==> src/rtl/pkt_capture.sv <==
// Packet capture front end: takes Avalon-ST beats from the MAC, writes captured beats to the data FIFO and hands a descriptor to wr_ctrl.
// Optional snap-length truncation is enabled by defining PKT_CAPTURE_SNAPLEN_EN.
module pkt_capture (
  input  logic        clk,
  input  logic        reset,
  input  logic [31:0] st_data,
  input  logic        st_valid,
  input  logic        st_sop,
  input  logic        st_eop,
  input  logic [1:0]  st_empty,
  output logic        st_ready,
  output logic [31:0] fifo_in,
  output logic        wrreq,
  input  logic        almost_full,
  input  logic        enable,
  input  logic [31:0] seconds,
  input  logic [31:0] nanoseconds,
  output logic [31:0] ts_sec,
  output logic [31:0] ts_nsec,
  output logic [15:0] pkt_len,
  output logic        desc_valid,
  input  logic        desc_ready,
`ifdef PKT_CAPTURE_SNAPLEN_EN
  input  logic [15:0] snaplen,
  output logic [15:0] orig_len,
`endif
  output logic [31:0] drop_cnt
);

  typedef enum logic [1:0] {
    IDLE    = 2'd0,
    CAPTURE = 2'd1,
    DISCARD = 2'd2,
    DESC    = 2'd3
  } state_t;

  state_t      state_r;
  logic        ready_en_r;
  logic [31:0] fifo_in_r;
  logic        wrreq_r;
  logic [31:0] ts_sec_r;
  logic [31:0] ts_nsec_r;
  logic [15:0] count_r;
  logic [15:0] pkt_len_r;
  logic        desc_valid_r;
  logic [31:0] drop_cnt_r;

  logic        ready_s;
  logic        accept_s;
  logic [15:0] base_s;
  logic [15:0] next_count_s;
  logic [15:0] len_s;
  logic        keep_s;

  function automatic logic [15:0] sat_add(input logic [15:0] a, input logic [15:0] b);
    logic [16:0] sum;
    sum = {1'b0, a} + {1'b0, b};
    if (sum[16]) begin
      return 16'hFFFF;
    end else begin
      return sum[15:0];
    end
  endfunction

  function automatic logic [15:0] beat_bytes(input logic eop, input logic [1:0] empty);
    if (eop) begin
      return 16'd4 - {14'd0, empty};
    end else begin
      return 16'd4;
    end
  endfunction

  // Sink ready per state; held low until the first edge after reset release.
  always_comb begin
    ready_s = 1'b0;
    case (state_r)
      IDLE:    ready_s = ready_en_r;
      DISCARD: ready_s = ready_en_r;
      CAPTURE: ready_s = ready_en_r & ~almost_full;
      DESC:    ready_s = 1'b0;
      default: ready_s = 1'b0;
    endcase
  end

  assign accept_s = st_valid & ready_s;

  // Byte count after this beat; a beat taken in IDLE starts a fresh count.
  always_comb begin
    if (state_r == IDLE) begin
      base_s = 16'd0;
    end else begin
      base_s = count_r;
    end
    next_count_s = sat_add(base_s, beat_bytes(st_eop, st_empty));
  end

`ifdef PKT_CAPTURE_SNAPLEN_EN
  logic [15:0] orig_len_r;

  // Beats starting at or past the snap length are swallowed; snaplen of zero disables truncation.
  always_comb begin
    if (snaplen == 16'd0) begin
      keep_s = 1'b1;
      len_s  = next_count_s;
    end else begin
      keep_s = (base_s < snaplen);
      if (next_count_s < snaplen) begin
        len_s = next_count_s;
      end else begin
        len_s = snaplen;
      end
    end
  end

  assign orig_len = orig_len_r;
`else
  // Without truncation every captured beat is written and the length is the raw count.
  always_comb begin
    keep_s = 1'b1;
    len_s  = next_count_s;
  end
`endif

  // Capture FSM with registered FIFO write, timestamp, length and descriptor outputs.
  always_ff @(posedge clk or negedge reset) begin
    if (!reset) begin
      state_r      <= IDLE;
      ready_en_r   <= 1'b0;
      fifo_in_r    <= 32'd0;
      wrreq_r      <= 1'b0;
      ts_sec_r     <= 32'd0;
      ts_nsec_r    <= 32'd0;
      count_r      <= 16'd0;
      pkt_len_r    <= 16'd0;
      desc_valid_r <= 1'b0;
      drop_cnt_r   <= 32'd0;
`ifdef PKT_CAPTURE_SNAPLEN_EN
      orig_len_r   <= 16'd0;
`endif
    end else begin
      ready_en_r <= 1'b1;
      wrreq_r    <= 1'b0;
      case (state_r)
        IDLE: begin
          if (accept_s && st_sop) begin
            if (enable) begin
              ts_sec_r  <= seconds;
              ts_nsec_r <= nanoseconds;
              count_r   <= next_count_s;
              pkt_len_r <= len_s;
`ifdef PKT_CAPTURE_SNAPLEN_EN
              orig_len_r <= next_count_s;
`endif
              wrreq_r   <= keep_s;
              if (keep_s) begin
                fifo_in_r <= st_data;
              end else begin
                fifo_in_r <= fifo_in_r;
              end
              state_r <= st_eop ? DESC : CAPTURE;
            end else begin
              drop_cnt_r <= drop_cnt_r + 32'd1;
              state_r    <= st_eop ? IDLE : DISCARD;
            end
          end else begin
            state_r <= IDLE;
          end
        end
        CAPTURE: begin
          if (accept_s) begin
            count_r   <= next_count_s;
            pkt_len_r <= len_s;
`ifdef PKT_CAPTURE_SNAPLEN_EN
            orig_len_r <= next_count_s;
`endif
            wrreq_r   <= keep_s;
            if (keep_s) begin
              fifo_in_r <= st_data;
            end else begin
              fifo_in_r <= fifo_in_r;
            end
            state_r <= st_eop ? DESC : CAPTURE;
          end else begin
            state_r <= CAPTURE;
          end
        end
        DISCARD: begin
          if (accept_s && st_eop) begin
            state_r <= IDLE;
          end else begin
            state_r <= DISCARD;
          end
        end
        DESC: begin
          // One dead cycle lets the last written word reach the FIFO output first.
          if (!desc_valid_r) begin
            desc_valid_r <= 1'b1;
          end else if (desc_ready) begin
            desc_valid_r <= 1'b0;
            state_r      <= IDLE;
          end else begin
            desc_valid_r <= 1'b1;
          end
        end
        default: begin
          state_r      <= IDLE;
          desc_valid_r <= 1'b0;
        end
      endcase
    end
  end

  assign st_ready   = ready_s;
  assign fifo_in    = fifo_in_r;
  assign wrreq      = wrreq_r;
  assign ts_sec     = ts_sec_r;
  assign ts_nsec    = ts_nsec_r;
  assign pkt_len    = pkt_len_r;
  assign desc_valid = desc_valid_r;
  assign drop_cnt   = drop_cnt_r;

endmodule

==> config.mk <==
export PLATFORM = sky130hd
export DESIGN_NAME = pkt_capture
export DESIGN_NICKNAME = d
export VERILOG_FILES = /design/src/rtl/pkt_capture.sv
export SDC_FILE = /design/constraint.sdc
export NUM_CORES = 1
export LEC_CHECK = 0
export CORE_MARGIN = 3
export CORE_UTILIZATION = 30
export DETAILED_ROUTE_END_ITERATION = 16
export PLACE_DENSITY = 0.59
export SYNTH_ARGS = -nofsm -noshare
export SYNTH_HDL_FRONTEND = slang
export SYNTH_SLANG_ARGS = --single-unit
export TNS_END_PERCENT = 30
==> constraint.sdc <==
create_clock -name clk -period 3.7 [get_ports clk]
set_clock_uncertainty 0.2 [all_clocks]
set_input_delay 1.11 -clock clk [delete_from_list [all_inputs] [get_ports clk]]
set_output_delay 1.11 -clock clk [all_outputs]
set_load 0.01 [all_outputs]
## Word level (Yosys, flattened, before mapping)

Index checks and enable logic that the tools add are counted.

- $add $sub $neg: 3
- Multipliers: 0
- Divide/modulo/power cells: 0
- Magnitude comparators: 0
- Equal/unequal tests: 8
- Shift-type cells: 0
- Multiplexer cells: 27
- Bitwise gates (word level): 4
- Reductions and logical operators: 9

Operator list:

| cell | number |
|---|---|
| 2-to-1 mux 16 bit | 6 |
| 2-to-1 mux 32 bit | 3 |
| one-hot mux 32 bit (2 select lines) | 1 |
| adder 32 x 1 -> 32 bit, second input constant | 1 |
| one-hot mux 16 bit (2 select lines) | 1 |
| adder 16 x 16 -> 17 bit | 1 |
| 2-to-1 mux 2 bit | 8 |
| inequality test 2 bit, second input constant | 4 |
| one-hot mux 2 bit (4 select lines) | 1 |
| AND reduction 3 bit | 2 |
| 2-to-1 mux 1 bit | 5 |
| equality test 2 bit, second input constant | 2 |
| AND reduction 4 bit | 1 |
| subtractor 3 x 2 -> 4 bit, first input constant | 1 |
| one-hot mux 1 bit (3 select lines) | 1 |
| bitwise AND 1 bit | 2 |
| equality test 2 x 1 -> 1 bit, second input constant | 1 |
| logical AND 1 bit | 2 |
| logical NOT 2 bit | 1 |
| inequality test 2 x 1 -> 1 bit, second input constant | 1 |
| NOT 1 bit | 2 |
| one-hot mux 1 bit (2 select lines) | 1 |
| AND reduction 2 bit | 1 |
| nonzero test 2 bit | 1 |
| OR reduction 2 bit | 1 |

- Flip-flop bits (word level): 149
- Latch bits: 0
- Bits in writable memories: 0
- Memory bits (read-only): 0
- Input bits: 106
- Output and inout bits: 147
- Word-level logic and storage cells: 60
- Memories kept: 0

## Longest topological paths before layout

- Word-level depth: 7
- Depth in mapped cells: 11
- Mapped depth without buffers: 9

## Worst setup path before layout

No wires, ideal clock.

- Kind: input -> register
- Start: input st_empty[0]
- End: register pkt_len_r[9] (netlist: pkt_len[9])
- Setup time: 0.124 ns
- Data arrival time: 2.905 ns
- Required time: 3.376 ns
- Path slack: 0.471 ns
- Stages on the path: 9
- Path buffers: 0
- Cells stage by stage: inv_1 > ha_1 > and2_1 > fa_1 > a21oi_1 > nor4_1 > nand3_1 > nand2_1 > a211o_1

- Word-level cells in the longest chain between the ends: 7
- Elaborated cells between the ends (all ways): 8
- Classes of those cells: 2 x add/sub; 6 x mux

Ends and longest elaborated chain:

| element | line | source |
|---|---|---|
| from (decl) | 10 | `input logic [1:0] st_empty,` |
| subtractor 3 x 2 -> 4 bit (*) | 67 | `return 16'd4 - {14'd0, empty};` |
| 2-to-1 mux 16 bit (*) | 66 | `if (eop) begin` |
| adder 16 x 16 -> 17 bit (*) | 57 | `sum = {1'b0, a} + {1'b0, b};` |
| 2-to-1 mux 16 bit (*) | 58 | `if (sum[16]) begin` |
| 2-to-1 mux 16 bit | 146 | `if (enable) begin` |
| 2-to-1 mux 16 bit | 145 | `if (accept_s && st_sop) begin` |
| one-hot mux 16 bit (2 select lines) (*) | 143 | `case (state_r)` |
| to (signal assigned) | 150 | `pkt_len_r <= len_s;` |
| to (signal assigned) | 172 | `pkt_len_r <= len_s;` |
| to (decl) | 44 | `logic [15:0] pkt_len_r;` |

Mark *: on every way between the ends. The rest lies on a longest branch, timed or not. The select of a mux whose other input is x is not followed.
A chain may end at the register's enable or synchronous reset.

## Worst setup path after layout

- Start: input almost_full
- End: output st_ready

- Word-level cells in the longest chain between the ends: 3

Ends and longest elaborated chain:

| element | line | source |
|---|---|---|
| from (decl) | 14 | `input logic almost_full,` |
| NOT 1 bit | 79 | `CAPTURE: ready_s = ready_en_r & ~almost_full;` |
| bitwise AND 1 bit | 79 |  |
| one-hot mux 1 bit (3 select lines) | 76 | `case (state_r)` |
| to (decl) | 11 | `output logic st_ready,` |

No other way between the ends.

==> results.md <==
- Outcome: completed
- CTS sink cnt: 149
- Die Width: 151 um
- Core Footprint: 20400 um2
- Multi-input gate area: 2440 um2
- Yosys reg bits: 149
- GRT overflow: 0
- Critical path class: input port to output port
- Yosys warns: 0
- Ranking of synthesized cells by area: dfrtp_1, nand2_1, mux2_2
- Slew Limit Fails: 0
- Crit-path max FO: 2
- Post-Syn Instances: 543
- Area growth syn-to-layout: 56.3%
- Overall Power: 6.88 mW
- Root Buffer: clkbuf_16
- Rows: 52
- Synth unique cells: 51
- Maxcap violations: 0
- Die H: 151 um
- DR iter-0 viols: 206
- WHS: 273 ps
- P_leak: 4.40 nW
- Yosys top cell by area: dfrtp_1
- Register area share after synthesis: 0.593
- Clock insertion delay at the later pin of the skew report: 410 ps
- Period Utilization, post-route: 0.953
- Worst EP required: 2390 ps
- Worst hold path class: register to register
- Post-DR vias/cell: 4.62
- Vias in the first global route: 5392
- Post-DP HPWL: 13000 um
- Fmax: 284 MHz
- First-pass GRT wire length: 27800 um
- Max rail drop VDD: 0.330 mV
- Fraction of layout cells with a size suffix above 1: 0.120
- Port Buf Inserts: 252
- TritonCTS Buffers: 17
- Avg Synthesized Cell Area: 11.6 um2
- Synth Cell Area: 6290 um2
- Number of remaining DRC errors: 0
- Hold_buf cts: 0
- Clock transition at path regs: 70 ps
- Endpoints failing hold: 0
- PD cells: 700 nW/um2
- Area fraction of the dominant cell type after synthesis: 0.593
- Initial antenna violation count: 1
- Final setup viols: 0
- Placed inst area: 9250 um2
- Gr usage total: 0.155
- Tightest Pin Transition: 577 ps
- Die area: 22700 um2
- Gp weighted congestion: 0.797
- Register Area: 3730 um2
- H-Tree Depth: 4
- Largest net degree at the start of global routing: 72
- Post-synth EDFFs: 0
- RSZ-0062 raised after global routing: no
- Arr. time, crit path: 2210 ps
- Fillers: 1880
- Synth Flop Type: dfrtp_1
- Post-DRT Antenna Nets: 0
- Crit end category: output port
- Max Root-Sink Buffers: 2
- Slew Limit Headroom: 0.615
- Via count: 5058
- Wirelength per Cell: 15.8 um
- Synth Net Count: 655
- Post-layout instance area: 9830 um2
- WL final: 17200 um
- # IOs: 253
- Final nets: 924
- Post-synthesis async set-or-reset flop share: 1.00
- ANT cells: 0
- Startpoint Class: input port
- First-pass DRT Iterations: 4
- Tmin final: 3520 ps
- Initial Utilization: 0.308
- CTS tree: done
[Yosys cell counts (9+ instances only)]
| cell | instances |
|---|---|
| mux2_1 | 24 |
| and3_1 | 11 |
| nand3_1 | 14 |
| clkbuf_1 | 9 |
| mux2_2 | 41 |
| nand2_1 | 123 |
| xor2_1 | 9 |
| dfrtp_1 | 149 |
| inv_1 | 9 |
| nor2_1 | 13 |
| o21ai_1 | 10 |
| o21ai_0 | 9 |
| xnor2_1 | 23 |
| nand4_1 | 11 |
[placed cells by master, fill, tap and decap left out, types with 11 or more instances in the layout]
| master | instances |
|---|---|
| mux2_2 | 41 |
| nor2_1 | 13 |
| dfrtp_1 | 149 |
| mux2_1 | 24 |
| nand3_1 | 14 |
| nand2_1 | 123 |
| clkbuf_16 | 17 |
| and3_1 | 11 |
| xnor2_1 | 23 |
| nand4_1 | 11 |
| o21ai_1 | 11 |
| clkdlybuf4s50_1 | 250 |
| buf_4 | 16 |
[timing repair]
action,in CTS,in global routing
setup endpoints to repair,1,0
gates resized for setup,2,0
buffers inserted,0,0
[cells by family after synthesis]
group                    Yosys count  share of synthesized area
AND/OR/NAND/NOR                  207                      0.160
flip-flops                       149                      0.593
multiplexers                      66                      0.118
AO/OA/AOI/OAI                     51                     0.0513
XOR/XNOR                          32                     0.0446
buffers and inverters             31                     0.0199
adder cells (fa/ha/maj)            6                     0.0131
other                              1                   0.000596
[flip-flops by register name (all words and copies together) (netlist names)]
register and cells:
desc_valid 1, drop_cnt 32, fifo_in 32, pkt_len 16, ready_en_r 1, state_r 2
ts_nsec 32, ts_sec 32, wrreq 1
[worst paths after layout]
check / startpoint / end / slack, ps / depth (start not counted)
worst max-delay path: almost_full / st_ready / 180 / 4
worst min-delay path: fifo_in[16] / fifo_in[16] / 270 / 2
worst max register to register: state_r[0] / pkt_len[9] / 880 / 10
worst min register to register: fifo_in[16] / fifo_in[16] / 270 / 2
max in group asynchronous: reset / ts_sec[10] / 2070 / 2
min in group asynchronous: reset / drop_cnt[14] / 450 / 1
[power by group]
part	internal [mW]	switching, mW	leakage (nW)
Sequential	2.22	0.375	1.90
Combinational	1.54	1.04	2.21
Clock	0.956	0.751	0.287
[critical path, stage by stage]
cell and delay (ps):
clkdlybuf4s50_1 410, o21ai_1 180, and2_1 220, dlygate4sd2_1 290
[layer usage]
layer	up-vias	wire, um	GRT usage	part of all wire
met4	2	223	0.0526	0.013
met2	190	8280	0.253	0.48
met1	2456	7120	0.189	0.41
li1	2391	-	-	-
met5	-	13	0	0.00075
met3	19	1610	0.0601	0.093
[through the flow]
stage               setup TNS (ps)  utilization  worst slack, ps  instances
floorplan                        0            -              471        543
global placement              -736        0.453             -167       1063
detailed placement            -924        0.453             -178       1063
CTS                              0        0.481              194       1095
global route                     0        0.481             54.1       1095
finish                           0        0.481              176       1095
[final cells by class]
cell class                      count  share of cell area
Inverter                           10             0.00382
Sequential cell                   149               0.379
Clock inverter                     15              0.0168
Multi-Input combinational cell    363               0.248
Clock buffer                       17              0.0433
Tap cell                          270              0.0344
Timing Repair Buffer              271               0.275
Power figures use the tool's default switching activity.
